## config.mk

```make
export PLATFORM = sky130hd
export DESIGN_NAME = sys_clk_rst_gen_flat
export DESIGN_NICKNAME = d
export VERILOG_FILES = /design/src/rtl/sys_clk_rst_gen_if.sv /design/src/rtl/sys_clk_rst_gen.sv /design/src/flat_wrapper.sv
export SDC_FILE = /design/constraint.sdc
export NUM_CORES = 1
export LEC_CHECK = 0
export CORE_ASPECT_RATIO = 0.9
export CORE_MARGIN = 5
export CORE_UTILIZATION = 55
export DETAILED_ROUTE_END_ITERATION = 10
export GPL_TIMING_DRIVEN = 1
export MAX_ROUTING_LAYER = met4
export PLACE_DENSITY = 0.71
export SLEW_MARGIN = 0
export SYNTH_ARGS = -nofsm -noshare
export SYNTH_HDL_FRONTEND = slang
export SYNTH_SLANG_ARGS = --single-unit
```

## constraint.sdc

```tcl
create_clock -name clk_50M -period 3.7 [get_ports clk_50M]
set_input_delay 1.11 -clock clk_50M [delete_from_list [all_inputs] [get_ports clk_50M]]
set_output_delay 1.11 -clock clk_50M [all_outputs]
set_load 0.02 [all_outputs]
```

## src/rtl/sys_clk_rst_gen_if.sv

```systemverilog
// ----------------------------------------------------------------------------
// sys_clk_rst_gen_if
//   Bundle of clock/reset signals that sys_clk_rst_gen hands to the SoC core.
//
//   clk_div_o     divided system clock (10 MHz from 50 MHz by default)
//   clk_div_en_o  one reference-cycle strobe, high just before each clk_div_o rise
//   locked_o      divided clock stable
//   sys_rst_o     active-high system reset, aligned to clk_div_o falling edges
//   push_db_o     debounced push button level
//   rst_cause_o   01 = board reset, 10 = soft reset
//
//   master: the generator (drives everything)
//   slave : the core side (observes everything)
// ----------------------------------------------------------------------------
interface sys_clk_rst_gen_if;
    logic       clk_div_o;
    logic       clk_div_en_o;
    logic       locked_o;
    logic       sys_rst_o;
    logic       push_db_o;
    logic [1:0] rst_cause_o;

    modport master (
        output clk_div_o,
        output clk_div_en_o,
        output locked_o,
        output sys_rst_o,
        output push_db_o,
        output rst_cause_o
    );

    modport slave (
        input clk_div_o,
        input clk_div_en_o,
        input locked_o,
        input sys_rst_o,
        input push_db_o,
        input rst_cause_o
    );
endinterface

```

## src/rtl/sys_clk_rst_gen.sv

```systemverilog
// ----------------------------------------------------------------------------
// sys_clk_rst_gen
//   Clock/reset front end for the SoC core.
//   - Divides clk_50M by CLK_DIV into a registered, glitch-free clk_div_o and
//     a matching clock-enable strobe for logic that stays on clk_50M.
//   - Sequences reset: LOCK_PERIODS divided periods until locked_o, then
//     RST_HOLD_PERIODS more with sys_rst_o held high. sys_rst_o only moves on
//     clk_div_o falling edges (apart from asynchronous assertion by reset_btn).
//   - Debounces push_btn; each new debounced press while running re-asserts
//     sys_rst_o for RST_HOLD_PERIODS periods without dropping locked_o.
//
// Ports
//   clk_50M    in   50 MHz reference clock
//   reset_btn  in   board reset, asynchronous, active-low
//   push_btn   in   raw soft-reset button, asynchronous, active-high
//   sys_if     master modport of sys_clk_rst_gen_if (all outputs)
// ----------------------------------------------------------------------------
module sys_clk_rst_gen #(
    parameter int CLK_DIV          = 5,
    parameter int LOCK_PERIODS     = 8,
    parameter int RST_HOLD_PERIODS = 16,
    parameter int DEBOUNCE_CYCLES  = 50000
) (
    input  logic              clk_50M,
    input  logic              reset_btn,
    input  logic              push_btn,
    sys_clk_rst_gen_if.master sys_if
);

    localparam int DIV_W  = (CLK_DIV > 1)          ? $clog2(CLK_DIV)          : 1;
    localparam int LOCK_W = (LOCK_PERIODS > 1)     ? $clog2(LOCK_PERIODS)     : 1;
    localparam int HOLD_W = (RST_HOLD_PERIODS > 1) ? $clog2(RST_HOLD_PERIODS) : 1;
    localparam int DB_W   = (DEBOUNCE_CYCLES > 1)  ? $clog2(DEBOUNCE_CYCLES)  : 1;

    localparam logic [DIV_W-1:0]  DIV_LAST  = DIV_W'(CLK_DIV - 1);
    localparam logic [DIV_W-1:0]  DIV_HALF  = DIV_W'(CLK_DIV / 2);
    localparam logic [LOCK_W-1:0] LOCK_LAST = LOCK_W'(LOCK_PERIODS - 1);
    localparam logic [HOLD_W-1:0] HOLD_LAST = HOLD_W'(RST_HOLD_PERIODS - 1);
    localparam logic [DB_W-1:0]   DB_LAST   = DB_W'(DEBOUNCE_CYCLES - 1);

    typedef enum logic [1:0] {
        WAIT_LOCK,
        HOLD,
        RUN,
        SOFT
    } state_t;

    // ------------------------------------------------------------------------
    // Clock divider
    // ------------------------------------------------------------------------
    logic [DIV_W-1:0] cnt;
    logic [DIV_W-1:0] cnt_next;
    logic             clk_div_q;
    logic             clk_div_en_q;
    logic             fall_edge;

    always_comb begin
        // NOTE: give every always_comb output a default first so no path
        // leaves it unassigned (an unassigned path infers a latch).
        cnt_next = cnt + DIV_W'(1);
        if (cnt == DIV_LAST) begin
            cnt_next = '0;
        end
    end

    // The edge on which clk_div_o drops; the reset sequencer moves only here,
    // which keeps sys_rst_o aligned to divided-clock falling edges.
    assign fall_edge = (cnt_next == DIV_HALF);

    // NOTE: sequential state uses non-blocking assignments only, so every
    // flop samples pre-edge values regardless of statement order.
    always_ff @(posedge clk_50M or negedge reset_btn) begin
        if (!reset_btn) begin
            cnt          <= DIV_LAST;
            clk_div_q    <= 1'b0;
            clk_div_en_q <= 1'b0;
        end else begin
            cnt          <= cnt_next;
            clk_div_q    <= (cnt_next < DIV_HALF);
            clk_div_en_q <= (cnt_next == DIV_LAST);
        end
    end

    // ------------------------------------------------------------------------
    // Push button synchronizer and debounce
    // ------------------------------------------------------------------------
    logic [1:0]      sync_q;
    logic            push_sync;
    logic [DB_W-1:0] db_cnt;
    logic            push_db_q;
    logic            db_rise;

    assign push_sync = sync_q[1];

    // Single-cycle pulse on the edge where the debounced level goes 0 -> 1.
    assign db_rise = push_sync && !push_db_q && (db_cnt == DB_LAST);

    always_ff @(posedge clk_50M or negedge reset_btn) begin
        if (!reset_btn) begin
            sync_q    <= 2'b00;
            db_cnt    <= '0;
            push_db_q <= 1'b0;
        end else begin
            sync_q <= {sync_q[0], push_btn};
            if (push_sync == push_db_q) begin
                db_cnt <= '0;
            end else if (db_cnt == DB_LAST) begin
                db_cnt    <= '0;
                push_db_q <= push_sync;
            end else begin
                db_cnt <= db_cnt + DB_W'(1);
            end
        end
    end

    // ------------------------------------------------------------------------
    // Reset sequencer
    // ------------------------------------------------------------------------
    state_t            state;
    logic [LOCK_W-1:0] lock_cnt;
    logic [HOLD_W-1:0] hold_cnt;
    logic              pending;
    logic              locked_q;
    logic              sys_rst_q;
    logic [1:0]        rst_cause_q;

    always_ff @(posedge clk_50M or negedge reset_btn) begin
        if (!reset_btn) begin
            state       <= WAIT_LOCK;
            lock_cnt    <= '0;
            hold_cnt    <= '0;
            pending     <= 1'b0;
            locked_q    <= 1'b0;
            sys_rst_q   <= 1'b1;
            rst_cause_q <= 2'b01;
        end else begin
            // Presses seen outside RUN are dropped; a held button cannot
            // re-arm because db_rise needs a fresh 0 -> 1 transition.
            if (db_rise && state == RUN) begin
                pending <= 1'b1;
            end

            if (fall_edge) begin
                case (state)
                    WAIT_LOCK: begin
                        if (lock_cnt == LOCK_LAST) begin
                            locked_q <= 1'b1;
                            hold_cnt <= '0;
                            state    <= HOLD;
                        end else begin
                            lock_cnt <= lock_cnt + LOCK_W'(1);
                        end
                    end
                    HOLD, SOFT: begin
                        if (hold_cnt == HOLD_LAST) begin
                            sys_rst_q <= 1'b0;
                            state     <= RUN;
                        end else begin
                            hold_cnt <= hold_cnt + HOLD_W'(1);
                        end
                    end
                    RUN: begin
                        // Consuming the request wins over a same-edge press.
                        if (pending) begin
                            sys_rst_q   <= 1'b1;
                            rst_cause_q <= 2'b10;
                            pending     <= 1'b0;
                            hold_cnt    <= '0;
                            state       <= SOFT;
                        end
                    end
                    default: state <= WAIT_LOCK;
                endcase
            end
        end
    end

    assign sys_if.clk_div_o    = clk_div_q;
    assign sys_if.clk_div_en_o = clk_div_en_q;
    assign sys_if.locked_o     = locked_q;
    assign sys_if.sys_rst_o    = sys_rst_q;
    assign sys_if.push_db_o    = push_db_q;
    assign sys_if.rst_cause_o  = rst_cause_q;

endmodule

```

## src/flat_wrapper.sv

```systemverilog
// flat-port wrapper written by rule: the top's interface ports become plain ports
module sys_clk_rst_gen_flat 
#(
    parameter int CLK_DIV          = 5,
    parameter int LOCK_PERIODS     = 8,
    parameter int RST_HOLD_PERIODS = 16,
    parameter int DEBOUNCE_CYCLES  = 50000
)
  (clk_50M, reset_btn, push_btn, sys_if_clk_div_o, sys_if_clk_div_en_o, sys_if_locked_o, sys_if_sys_rst_o, sys_if_push_db_o, sys_if_rst_cause_o);
  sys_clk_rst_gen_if sys_if_i ();
  input  logic clk_50M;
  input  logic reset_btn;
  input  logic push_btn;
  output wire logic [$bits(sys_if_i.clk_div_o)-1:0] sys_if_clk_div_o;
  output wire logic [$bits(sys_if_i.clk_div_en_o)-1:0] sys_if_clk_div_en_o;
  output wire logic [$bits(sys_if_i.locked_o)-1:0] sys_if_locked_o;
  output wire logic [$bits(sys_if_i.sys_rst_o)-1:0] sys_if_sys_rst_o;
  output wire logic [$bits(sys_if_i.push_db_o)-1:0] sys_if_push_db_o;
  output wire logic [$bits(sys_if_i.rst_cause_o)-1:0] sys_if_rst_cause_o;
  assign sys_if_clk_div_o = sys_if_i.clk_div_o;
  assign sys_if_clk_div_en_o = sys_if_i.clk_div_en_o;
  assign sys_if_locked_o = sys_if_i.locked_o;
  assign sys_if_sys_rst_o = sys_if_i.sys_rst_o;
  assign sys_if_push_db_o = sys_if_i.push_db_o;
  assign sys_if_rst_cause_o = sys_if_i.rst_cause_o;
  sys_clk_rst_gen #(.CLK_DIV(CLK_DIV), .LOCK_PERIODS(LOCK_PERIODS), .RST_HOLD_PERIODS(RST_HOLD_PERIODS), .DEBOUNCE_CYCLES(DEBOUNCE_CYCLES)) u_core (.clk_50M(clk_50M), .reset_btn(reset_btn), .push_btn(push_btn), .sys_if(sys_if_i));
endmodule
```

==> results of run 1 <==
[cells by family after synthesis]
logic type,after synthesis,synth area share (%)
AOI/OAI and AO/OA,14,5.61
xor gates and xnor gates,14,6.63
adders and majority gates,8,5.41
buffers and inverters,13,3.18
DFF,38,51.6
muxes,7,4.06
and+or+nand+nor,66,23.5
[power breakdown]
group	total, mW	switching (mW)	internal (mW)
registers	0.422	0.00313	0.419
logic	0.0180	0.0134	0.00468
clock network	0.287	0.137	0.150
total	0.728	0.154	0.574
[area by class of cell]
class,count,share of cell area [%]
Timing Repair Buffer,9,4.13
Clock buffer,7,4.19
Multi-Input combinational cell,109,40.6
Sequential cell,38,46.3
Tap cell,44,2.67
Clock inverter,1,0.243
Inverter,10,1.82
[sequential cells by signal, indices dropped and copies added (netlist names)]
register / count
u_core.sys_if.locked_o: 1
u_core.sys_if.sys_rst_o: 1
u_core.sys_if.rst_cause_o: 2
u_core.sys_if.clk_div_en_o: 1
u_core.lock_cnt: 3
u_core.state: 2
u_core.cnt: 3
u_core.sys_if.clk_div_o: 1
u_core.sync_q: 2
u_core.pending: 1
u_core.sys_if.push_db_o: 1
u_core.hold_cnt: 4
u_core.db_cnt: 16
[cells in the final DEF, fill, tap and decap left out, types with 2 or more instances in the layout]
master,synthesis,final
dfrtp_1,35,35
nor2_1,20,20
inv_1,10,10
xnor2_1,9,9
nand2_1,8,8
ha_1,8,8
clkdlybuf4s50_1,0,8
nand3_1,7,7
nand4_1,6,6
clkbuf_8,0,6
xor2_1,5,5
nor4_2,4,4
nor3_1,3,3
mux2_2,3,3
mux2i_1,3,3
o31ai_1,3,3
dfstp_2,3,3
a21oi_1,2,2
nand2b_1,2,2
and3_1,2,2
nor3_2,2,2
a21o_1,2,2
[worst min path at each step]
stage,startpoint,end,cells after the start
finish,u_core.sync_q[0],u_core.sync_q[1],0
global route,u_core.sync_q[0],u_core.sync_q[1],0
CTS,u_core.sync_q[0],u_core.sync_q[1],0
detailed placement,u_core.sync_q[0],u_core.sync_q[1],0
global placement,u_core.sync_q[0],u_core.sync_q[1],0
floorplan,u_core.sync_q[0],u_core.sync_q[1],0
[routing by layer]
metal	share of wire (%)	track usage, %	vias to the layer above
met2	50	28.1	20
met1	45	18.8	589
met5	0	-	-
met3	3.7	5.27	5
met4	1.0	5.16	0
li1	-	-	578
[through the flow]
| stage | cell area (µm²) | instances | power (mW) | hold slack (ns) | utilization, % |
|---|---|---|---|---|---|
| 5_1_grt | 2060 | 218 | 0.763 | 0.364 | 62.4 |
| 6_report | 2060 | 218 | 0.728 | 0.351 | 62.4 |
| 3_5_place_dp | 1970 | 210 | 0.449 | 0.335 | 59.6 |
| 3_3_place_gp | 1970 | 210 | 0.447 | 0.332 | 59.6 |
| 4_1_cts | 2060 | 218 | 0.739 | 0.351 | 62.4 |
| 2_1_floorplan | 1850 | 160 | 0.437 | 0.331 | - |
==> results.md, run 1 <==
- Commonest cells in the netlist: dfrtp_1, nor2_1, inv_1
- Final worst setup slack: 1.18 ns
- First-pass GRT wire length: 5750 µm
- Filler cell count in the final layout: 292
- Period utilization: 68.1%
- Worst-path clk slew: 0.07 ns
- P&R area growth vs syn: 11.4%
- Synth Flop Type: dfrtp_1
- DR vias/cell: 5.47
- Top cell type's share of synthesized area: 47.3%
- Share of cells above drive strength 1: 16.7%
- End of the critical path: sys_if_sys_rst_o
- Final Hold Viols: 0
- Crit path max fanout: 2
- Count of final max-slew check failures: 0
- RSZ-0062 raised after global routing: no
- Final WL: 3200 µm
- CP top delay family: buffers and inverters
- Cts hold-fix bufs: 0
- Clock tree root buffer cell: clkbuf_8
- Critical path's largest stage delay: 0.59 ns
- Rows: 20
- Layout Skew: 0.00679 ns
- CTS tree: done
- Sink Count: 38
- R2R Setup Slk: 1.83 ns
- Unique masters post-synth: 42
- Syn_nets: 171
- Core Box Area: 0.00330 mm²
- Worst Setup Path Type: reg -> out
- Starting Density: 56.0%
- Register area share after synthesis: 51.6%
- Routed length per instance: 14.7 µm
- Die ar.: 0.00463 mm²
- Sequential cell area: 955 µm²
- F_max: 0.397 GHz
- Critical path depth: 1
- Setup Viol. Count Final: 0
- WP buf/inv: 1
- Grt ovf: 0
- Synth Instances: 160
- Die X: 71.1 µm
- Asr flop ratio synth: 100%
- Initial DRC Count: 57
- Flop and latch count out of synthesis: 38
- Crit path DAT: 1.41 ns
- Most common cell in the netlist: dfrtp_1
- # resized after CTS: 0
- GRT Util Overall: 16.6%
- CP required: 2.59 ns
- Gpl congestion: 0.761
- Min Tclk post-route: 2.52 ns
- Syn. warnings: 0
- PortBufs: 9
- DRC viols: 0
- Antenna violations before repair: 0
- Crit-path cells: clkdlybuf4s50_1
- Detailed-route via count: 1192
- Synth area leaders: dfrtp_1, ha_1, dfstp_2
- Worst Tran Pin Value: 0.806 ns
- Pleak: 0.835 nW
- Hpwl dp: 2290 µm
- Outcome: finished clean
- Final setup TNS: 0 ns
- Power Density: 353 mW/mm²
- Syn_area_per_cell: 11.6 µm²
- Footprint of the multi-input gates: 837 µm²
- Nature of the critical path startpoint: register
- Slew margin rel.: 46.2%
- Crit path max-delay cell type: clkdlybuf4s50_1
- Post-CTS Setup Bufs: 0
- Hold Crit Class: reg -> reg
- Vias in the first global route: 1263
- Setup crit end kind: output port
- Worst flop-to-flop path endpoint: u_core.hold_cnt[0]
- Syn Std Cell Area: 0.00185 mm²
- Maximum vdd drop: 0.000260 V
- Final ANT Viol Nets: 0
- CTS buffer count: 5
- Antenna cell count: 0
- Die Height: 65.0 µm
- Max Cap Violations: 0
- Cell accounting for the most synthesized area: dfrtp_1
- Clock Path Buffers: 2
- Clk_lat worst skew: 0.29 ns
- Worst reg-to-reg path cell count: 6
- Setup slack at placement: 1.49 ns
- Fin nets: 184
- # H-tree levels: 2
- IO Pins: 10
- Post-synth EDFFs: 0
- DRT Pass-1 Iters: 4
- Worst flop-to-flop path startpoint: u_core.lock_cnt[0]
- Worst setup path start: u_core.sys_if.sys_rst_o
- Largest net degree at the start of global routing: 39
(Power assumes the default switching activity.)
==> run 2: changes to the inputs <==
==> constraint.sdc (replaced) <==
create_clock -name clk_50M -period 2.5 [get_ports clk_50M]
set_input_delay 0.75 -clock clk_50M [delete_from_list [all_inputs] [get_ports clk_50M]]
set_output_delay 0.75 -clock clk_50M [all_outputs]
set_load 0.02 [all_outputs]
==> run 2 against run 1 <==
Against the previous run:
- sequential power up 48%
- via count down 0.84%
- count of clock-buffer cells in the layout unchanged
- core utilization unchanged
- hold slack better by 0.0043 ns
- critical path type unchanged
- largest cell class unchanged
==> results.md, run 2 (synthesis gave the netlist of run 1 again) <==
- RSZ-0062 raised after global routing: no
- Min Tclk post-route: 2.16 ns
- Maximum vdd drop: 0.000390 V
- Most common cell after layout, fill and taps aside: dfrtp_1
- Most frequent cells in the layout: dfrtp_1, nor2_1, inv_1
- Top layer in use: met4
- Die ar.: 0.00463 mm²
- Count of final max-slew check failures: 0
- Antenna violations before repair: 0
- WP buf/inv: 1
- CP required: 1.75 ns
- Worst-path clk slew: 0.07 ns
- Crit path max fanout: 2
- Critical path's largest stage delay: 0.60 ns
- Post-CTS Setup Bufs: 0
- Clk_lat worst skew: 0.29 ns
- Cts hold-fix bufs: 0
- Starting Density: 56.0%
- Max Cap Violations: 0
- Clock tree root buffer cell: clkbuf_8
- Routed length per instance: 13.5 µm
- DRT Pass-1 Iters: 4
- Crit path DAT: 1.41 ns
- Worst Setup Path Type: reg -> out
- Setup crit end kind: output port
- Period utilization: 86.4%
- Worst Tran Pin Value: 0.809 ns
- Seq pwr share: 58.1%
- Regs by FF count: u_core.db_cnt x16, u_core.hold_cnt x4
- Crit-path cells: clkdlybuf4s50_1
- IO Pins: 10
- Vias in the first global route: 1210
- CTS tree: done
- PortBufs: 9
- Final WL: 2950 µm
- Detailed-route via count: 1182
- P&R area growth vs syn: 11.4%
- Clock Path Buffers: 2
- GRT Util Overall: 15.7%
- Layout Skew: 0.00553 ns
- Filler cell count in the final layout: 271
- Met3 Wirelength: 95 µm
- Setup Viol. Count Final: 0
- Wire length on met2: 1330 µm
- DR vias/cell: 5.42
- Sink Count: 38
- Share of cells above drive strength 1: 16.7%
- Sequential cell area: 955 µm²
- # resized after CTS: 0
- Final ANT Viol Nets: 0
- Met1 wire length: 1490 µm
- Pleak: 0.835 nW
- Sw power: 226 µW
- Fin nets: 184
- Slew margin rel.: 46.0%
- Footprint of the multi-input gates: 837 µm²
- Die Height: 65.0 µm
- DRC viols: 0
- Final Hold Viols: 0
- Largest register FFs: 16
- Clk pwr share: 39.5%
- Hpwl dp: 2130 µm
- Antenna cell count: 0
- # H-tree levels: 2
- Power share of the combinational group: 2.4%
- CTS buffer count: 5
- Gpl congestion: 0.734
- Die X: 71.1 µm
- CP top delay family: buffers and inverters
- Nature of the critical path startpoint: register
- Outcome: finished clean
- Rows: 20
- Initial DRC Count: 93
- Grt ovf: 0
- Crit path max-delay cell type: clkdlybuf4s50_1
- Hold slack final: 0.355 ns
- F_max: 0.463 GHz
- Hold Crit Class: reg -> reg
- Core Box Area: 0.00330 mm²
- Final setup TNS: 0 ns
- Sw frac: 21.0%
- First-pass GRT wire length: 5510 µm
- Reg with most FFs: u_core.db_cnt
- Power Density: 522 mW/mm²
- Largest net degree at the start of global routing: 39
- Internal power component: 849 µW
## run 2: area by class of cell
cell class                 instances  area share (%)
multi-input combinational        109            40.6
clock inverter                     1           0.243
timing repair buffer               9            4.13
clock buffer                       7            4.19
tap                               44            2.67
sequential                        38            46.3
inverter                          10            1.82
## run 2: final timing paths
kind,start,end,slack (ns),cells after the start
hold / removal,u_core.sync_q[0],u_core.sync_q[1],0.36,0
min in group asynchronous,reset_btn,u_core.hold_cnt[1],0.54,1
setup / recovery,u_core.sys_if.rst_cause_o[0],sys_if_rst_cause_o[0],0.34,1
setup reg to reg,u_core.lock_cnt[0],u_core.hold_cnt[0],0.66,6
max in group asynchronous,reset_btn,u_core.db_cnt[11],1.44,1
hold reg to reg,u_core.sync_q[0],u_core.sync_q[1],0.36,0
## run 2: metal layers
layer  global-route usage (%)  vias to the layer above
met5                        -                        -
met4                     4.93                        0
met3                     5.12                        4
met2                     22.9                       16
met1                     20.6                      578
li1                         -                      584
## run 2: through the flow
stage          setup slack (ns)  cells  utilization (%)  cell area (µm²)  power [mW]
6_report                  0.339    218             62.4             2060        1.08
5_1_grt                   0.294    218             62.4             2060        1.13
4_1_cts                   0.321    218             62.4             2060        1.09
3_5_place_dp              0.642    210             59.6             1970       0.664
3_3_place_gp              0.650    210             59.6             1970       0.662
2_1_floorplan             0.813    160                -             1850       0.646
## run 2: power groups by stage
| stage | Clock (mW) | Sequential (mW) | Combinational, mW |
|---|---|---|---|
| CTS | 0.440 | 0.625 | 0.0276 |
| finish | 0.425 | 0.625 | 0.0260 |
| global placement | 0 | 0.636 | 0.0264 |
| floorplan | 0 | 0.636 | 0.0108 |
| detailed placement | 0 | 0.636 | 0.0275 |
| global route | 0.474 | 0.626 | 0.0315 |
